==> src/rtl/dt_repack_if.sv <==
// Bus bundle between the binary-image repacker and its surroundings:
// controller handshake (start/thresh/busy/done/fg_count), result-RAM read
// port (res_*), and image-RAM write port (sti_*).
interface dt_repack_if;
  logic        start;
  logic [7:0]  thresh;
  logic        busy;
  logic        done;
  logic        res_rd;
  logic [13:0] res_addr;
  logic [7:0]  res_di;
  logic        sti_wr;
  logic [9:0]  sti_addr;
  logic [15:0] sti_do;
  logic [14:0] fg_count;

  // Repacker side: issues reads and writes, reports status.
  modport master (
    input  start, thresh, res_di,
    output busy, done, res_rd, res_addr, sti_wr, sti_addr, sti_do, fg_count
  );

  // Controller / RAM side.
  modport slave (
    output start, thresh, res_di,
    input  busy, done, res_rd, res_addr, sti_wr, sti_addr, sti_do, fg_count
  );
endinterface

==> src/rtl/dt_repack.sv <==
// Thresholds the 8-bit distance map (dist >= thresh -> 1), packs pixels MSB-first
// into 16-bit words for the binary-image RAM and counts foreground pixels.
// One pixel read per cycle; word w is written in cycle 16w+18; done in cycle 16*N_WORDS+3.
module dt_repack #(
  parameter int N_WORDS = 1024
) (
  input logic     clk,
  input logic     reset,
  dt_repack_if.master bus
);

  typedef enum logic [1:0] {IDLE, READ, DRAIN, FIN} state_t;

  localparam logic [13:0] LAST_ADDR = 14'(16 * N_WORDS - 1);
  localparam logic [9:0]  LAST_WORD = 10'(N_WORDS - 1);

  state_t      state;
  logic [7:0]  thr;       // threshold captured at the accepted start
  logic [15:0] shreg;     // partially assembled word
  logic [3:0]  bcnt;      // pixels already in shreg
  logic [9:0]  wcnt;      // index of the word being assembled
  logic        rd_d;      // a read was issued last cycle, so res_di is valid now
  logic        pix;
  logic [15:0] word_nxt;

  // Threshold the returning pixel and form the word as it would look after capture.
  always_comb begin
    pix      = (bus.res_di >= thr);
    word_nxt = {shreg[14:0], pix};
  end

  // Control FSM plus read-address generation, pixel capture and word write-out.
  always_ff @(posedge clk or posedge reset) begin
    if (reset) begin
      state        <= IDLE;
      thr          <= '0;
      shreg        <= '0;
      bcnt         <= '0;
      wcnt         <= '0;
      rd_d         <= 1'b0;
      bus.busy     <= 1'b0;
      bus.done     <= 1'b0;
      bus.res_rd   <= 1'b0;
      bus.res_addr <= '0;
      bus.sti_wr   <= 1'b0;
      bus.sti_addr <= '0;
      bus.sti_do   <= '0;
      bus.fg_count <= '0;
    end else begin
      bus.sti_wr <= 1'b0;
      rd_d       <= bus.res_rd;

      // Capture one pixel per cycle whenever a read landed; every 16th completes a word.
      if (rd_d) begin
        shreg <= word_nxt;
        bcnt  <= bcnt + 4'd1;
        if (pix) begin
          bus.fg_count <= bus.fg_count + 15'd1;
        end
        if (bcnt == 4'd15) begin
          bus.sti_wr   <= 1'b1;
          bus.sti_addr <= wcnt;
          bus.sti_do   <= word_nxt;
          wcnt         <= wcnt + 10'd1;
        end
      end

      case (state)
        IDLE, FIN: begin
          // A new pass restarts all datapath state; pixel capture is idle here.
          if (bus.start) begin
            state        <= READ;
            thr          <= bus.thresh;
            shreg        <= '0;
            bcnt         <= '0;
            wcnt         <= '0;
            bus.fg_count <= '0;
            bus.done     <= 1'b0;
            bus.busy     <= 1'b1;
            bus.res_rd   <= 1'b1;
            bus.res_addr <= '0;
          end
        end
        READ: begin
          // Back-to-back reads; the address parks on the last pixel, never wraps.
          if (bus.res_addr == LAST_ADDR) begin
            bus.res_rd <= 1'b0;
            state      <= DRAIN;
          end else begin
            bus.res_addr <= bus.res_addr + 14'd1;
          end
        end
        DRAIN: begin
          // Finish once the final word's write strobe has been presented.
          if (bus.sti_wr && (bus.sti_addr == LAST_WORD)) begin
            state    <= FIN;
            bus.busy <= 1'b0;
            bus.done <= 1'b1;
          end
        end
        default: state <= IDLE;
      endcase
    end
  end

endmodule
==> src/flat_wrapper.sv <==
// flat-port wrapper written by rule: the top's interface ports become plain ports
module dt_repack_flat 
#(
  parameter int N_WORDS = 1024
)
  (clk, reset, bus_start, bus_thresh, bus_res_di, bus_busy, bus_done, bus_res_rd, bus_res_addr, bus_sti_wr, bus_sti_addr, bus_sti_do, bus_fg_count);
  dt_repack_if bus_i ();
  input logic clk;
  input logic reset;
  input wire logic [$bits(bus_i.start)-1:0] bus_start;
  input wire logic [$bits(bus_i.thresh)-1:0] bus_thresh;
  input wire logic [$bits(bus_i.res_di)-1:0] bus_res_di;
  output wire logic [$bits(bus_i.busy)-1:0] bus_busy;
  output wire logic [$bits(bus_i.done)-1:0] bus_done;
  output wire logic [$bits(bus_i.res_rd)-1:0] bus_res_rd;
  output wire logic [$bits(bus_i.res_addr)-1:0] bus_res_addr;
  output wire logic [$bits(bus_i.sti_wr)-1:0] bus_sti_wr;
  output wire logic [$bits(bus_i.sti_addr)-1:0] bus_sti_addr;
  output wire logic [$bits(bus_i.sti_do)-1:0] bus_sti_do;
  output wire logic [$bits(bus_i.fg_count)-1:0] bus_fg_count;
  assign bus_i.start = bus_start;
  assign bus_i.thresh = bus_thresh;
  assign bus_i.res_di = bus_res_di;
  assign bus_busy = bus_i.busy;
  assign bus_done = bus_i.done;
  assign bus_res_rd = bus_i.res_rd;
  assign bus_res_addr = bus_i.res_addr;
  assign bus_sti_wr = bus_i.sti_wr;
  assign bus_sti_addr = bus_i.sti_addr;
  assign bus_sti_do = bus_i.sti_do;
  assign bus_fg_count = bus_i.fg_count;
  dt_repack #(.N_WORDS(N_WORDS)) u_core (.clk(clk), .reset(reset), .bus(bus_i));
endmodule
==> config.mk <==
export PLATFORM = sky130hd
export DESIGN_NAME = dt_repack_flat
export DESIGN_NICKNAME = d
export VERILOG_FILES = /design/src/rtl/dt_repack_if.sv /design/src/rtl/dt_repack.sv /design/src/flat_wrapper.sv
export SDC_FILE = /design/constraint.sdc
export NUM_CORES = 1
export LEC_CHECK = 0
export BUFFER_PORTS_ARGS = -buffer_cell sky130_fd_sc_hd__clkbuf_2
export CORE_UTILIZATION = 56
export CTS_BUF_LIST = sky130_fd_sc_hd__clkbuf_8 sky130_fd_sc_hd__clkbuf_16
export DETAILED_ROUTE_END_ITERATION = 8
export PLACE_DENSITY = 0.87
export SLEW_MARGIN = 0
export SYNTH_ARGS = -nofsm -noshare
export SYNTH_HDL_FRONTEND = slang
export SYNTH_SLANG_ARGS = --single-unit
==> constraint.sdc <==
create_clock -name clk -period 3.3 [get_ports clk]
set_input_delay 0.33 -clock clk [delete_from_list [all_inputs] [get_ports clk]]
set_output_delay 0.33 -clock clk [all_outputs]
set_load 0.01 [all_outputs]
==> summary.md <==
| Metric | Value |
|---|---|
| CTS tree | `built` |
| CP max FO | `18` |
| Max Fclk | `roughly 430 MHz` |
| Placed cells | `approximately 660` |
| Worst-Margin Slew | `about 0.86 ns` |
| Post-DRT Antenna Nets | `0` |
| Pint | `between 0.0015 and 0.002 W` |
| Site row count | `33` |
| #FFs+latches synth | `99` |
| Die Area | `just under 9000 um2` |
| Final setup vio count | `0` |
| Post-synth ARST share | `100%` |
| Slowest cell on crit path | `a2111o_1` |
| Syn Nets | `527` |
| Register area share after synthesis | `52.4%` |
| Fin cells | `between 600 and 700` |
| Tmin final | `approximately 2.3 ns` |
| Clk pin slew, worst setup/hold paths | `0.09 ns` |
| Die width | `between 90 and 100 um` |
| Setup crit start kind | `flip-flop` |
| CP max stage delay | `approximately 0.43 ns` |
| RD Place Congestion | `~0.90` |
| Ant diodes | `0` |
| Root buffer cell | `clkbuf_8` |
| Synthesized cell area | `approximately 4700 um2` |
| Nets | `about 600` |
| Vias/cell | `5.56` |
| Worst Clk Skew | `~0.0090 ns` |
| Setup crit start | `u_core.thr[0]` |
| Number of flops mapped to enable cells by yosys | `0` |
| Final WL | `about 9.6 mm` |
| Port bufs | `77` |
| Hold_ws | `about 0.054 ns` |
| Seq pwr share | `59.6%` |
| Switching power | `0.000452 W` |
| Wire per inst | `about 14 um` |
| Post-CTS Hold Buffers | `0` |
| Mapped Avg Cell Area | `around 9.6 um2` |
| 1st-iter DRT viols | `212` |
| RR Startpoint | `u_core.thr[0]` |
| Synthesis warning total | `0` |
| Final Total Pwr | `between 0.002 and 0.0025 W` |
| Endpoint class of the critical path | `flip-flop` |
| First-pass GRT wire length | `between 15 and 20 mm` |
| Worst path top cell family by delay | `compound AO/OA/AOI/OAI gates` |
| Drt pass-1 iters | `5` |
| Period utilization | `around 70%` |
| Die Ht | `approximately 94 um` |
| Antenna violations before repair | `0` |
| Starting density of the core | `about 58%` |
| Largest net degree at the start of global routing | `55` |
| Worst-Skew Late Latency | `roughly 0.36 ns` |
| Layout cells sized above 1 | `19.3%` |
| Leak | `2.87 nW` |
| # DRC | `0` |
| CTS Buf Count | `9` |
| Slew Limit Fails | `0` |
| Routed vias | `around 3,800` |
| Req. time, crit path | `between 3 and 4 ns` |
| Peak supply drop | `0.191 mV` |
| Gr usage total | `24.0%` |
| Combinational power share | `around 3.0%` |
| Synth cell types | `51` |
| Setup Crit Path Kind | `flip-flop to flip-flop` |
| CTS Sinks | `just under 100` |
| H-tree levels | `3` |
| Main synth FF type | `dfrtp_1` |
| Max_slew headroom | `a little over two fifths` |
| Clock buffer depth | `2` |
| Core area | `~8200 um2` |
| Setup_tns | `0 ns` |
| Synth-to-layout area growth | `13.2%` |
| Number of global-route vias before repair | `~3,600` |
| Number of setup buffers added after CTS | `0` |
| Hpwl dp | `6.60 mm` |
| Cts repair resizes | `0` |
| GRT overflow | `0` |
| Hold Path Class | `primary input to async pin` |
| Status | `complete, no violations` |
| Crit path DAT | `around 2.5 ns` |
| Max-cap violations | `0` |
| Final Hold Violating Endpoints | `0` |
| Top Ports | `between 70 and 80` |
| Clock power frac | `37.3%` |
| Syn Inst Count | `between 400 and 500` |
| Buf+Inv Stages, Crit Path | `1` |
| Power per cell area | `~380 nW/um2` |
| Crit-path cells | `ha_1 > nand2b_1 > a2111o_1 > a31oi_2 > buf_4 > nor4_1 > mux2i_1` |
| RSZ-0062 raised after global routing | `false` |
| Sw frac | `22.0%` |
-- power by group through the flow --
stage	combinational (W)	clock, W	sequential [W]
after CTS	0.0000652	0.000791	0.00123
after global routing	0.0000729	0.000831	0.00123
after detailed placement	0.0000651	0	0.00125
after floorplan	0.0000325	0	0.00125
final	0.0000627	0.000768	0.00123
after global placement	0.0000621	0	0.00125
-- cell families (layout without fill, tap and decap cells) --
group,Yosys count,after routing,synth area share [%]
xor+xnor,20,20,3.70
buf+inv,45,122,4.81
fa+ha+maj,15,15,3.97
compound gates,70,70,9.05
mux,20,20,4.23
flops,99,99,52.4
simple gates,224,224,21.9
-- worst paths after layout --
kind | end | slack, ns | cells after the start
worst max-delay path | u_core.bus.fg_count[13] | 0.99 | 7
worst min-delay path | u_core.bus.res_addr[13] | 0.05 | 2
worst max register to register | u_core.bus.fg_count[13] | 0.99 | 7
worst min register to register | u_core.rd_d | 0.46 | 0
max in group asynchronous | u_core.bus.fg_count[5] | 2.49 | 3
min in group clk | u_core.thr[0] | 0.16 | 3
-- flip-flops by register name (all words and copies together), names as in the netlist, 2 cells and up --
| register | count |
|---|---|
| u_core.bus.sti_do | 16 |
| u_core.bus.fg_count | 15 |
| u_core.shreg | 15 |
| u_core.bus.res_addr | 14 |
| u_core.bus.sti_addr | 10 |
| u_core.wcnt | 10 |
| u_core.thr | 8 |
| u_core.bcnt | 4 |
| u_core.state | 2 |
-- layer usage --
| layer | vias to the layer above | share of wire [%] | track usage, % |
|---|---|---|---|
| met3 | 13 | 4.5 | 3.07 |
| li1 | 1833 | - | - |
| met4 | 0 | 1.6 | 9.49 |
| met2 | 124 | 48 | 38.1 |
| met1 | 1784 | 46 | 33.7 |
| met5 | - | 0 | 0 |
-- cell usage after synthesis, types with 6 or more instances --
| cell type | instances | area share [%] |
|---|---|---|
| dfrtp_1 | 99 | 52 |
| nand2_1 | 109 | 8.6 |
| inv_1 | 22 | 1.7 |
| o31ai_1 | 6 | 0.95 |
| ha_1 | 15 | 4.0 |
| nand4_1 | 11 | 1.5 |
| mux2i_1 | 20 | 4.2 |
| clkbuf_1 | 14 | 1.1 |
| nand3_1 | 18 | 1.9 |
| nor2_1 | 43 | 3.4 |
| a21oi_1 | 19 | 2.0 |
| o21ai_0 | 26 | 2.8 |
| or4_1 | 6 | 0.95 |
| nor3_1 | 6 | 0.63 |
| xor2_1 | 15 | 2.8 |
-- cells in the final DEF, fill, tap and decap left out, types with 2 or more instances in the layout --
cell | netlist | routed
a21oi_1 | 19 | 19
a31oi_1 | 3 | 3
and3_1 | 5 | 5
and3_2 | 2 | 2
and4_1 | 2 | 2
buf_4 | 0 | 7
clkbuf_2 | 0 | 77
clkbuf_8 | 1 | 10
clkinvlp_4 | 0 | 2
dfrtp_1 | 99 | 99
ha_1 | 15 | 15
inv_1 | 22 | 23
mux2i_1 | 20 | 20
nand2_1 | 109 | 109
nand2b_1 | 5 | 5
nand3_1 | 18 | 18
nand4_1 | 11 | 11
nor2_1 | 43 | 43
nor3_1 | 6 | 6
nor4_1 | 2 | 2
o211ai_1 | 3 | 3
o21ai_0 | 26 | 26
o31ai_1 | 6 | 6
o41ai_1 | 3 | 3
or3_1 | 5 | 5
or4_1 | 6 | 6
xnor2_1 | 5 | 5
xor2_1 | 15 | 15
-- metrics by stage --
stage          worst slack, ns  util, %  cell area [um2]
2_1_floorplan            0.380        -             4730
3_3_place_gp              1.00     63.1             5160
3_5_place_dp             0.923     63.1             5160
4_1_cts                  0.985     65.5             5350
5_1_grt                  0.872     65.5             5350
6_report                 0.986     65.5             5350
-- area by class of cell --
cell class | count | area, um2
Tap cell | 105 | 131
Multi-Input combinational cell | 349 | 2030
Fill cell | 690 | 2820
Inverter | 22 | 85.1
Timing Repair Buffer | 84 | 438
Clock buffer | 10 | 138
Sequential cell | 99 | 2480
Clock inverter | 6 | 57.6
(Power assumes the default switching activity.)
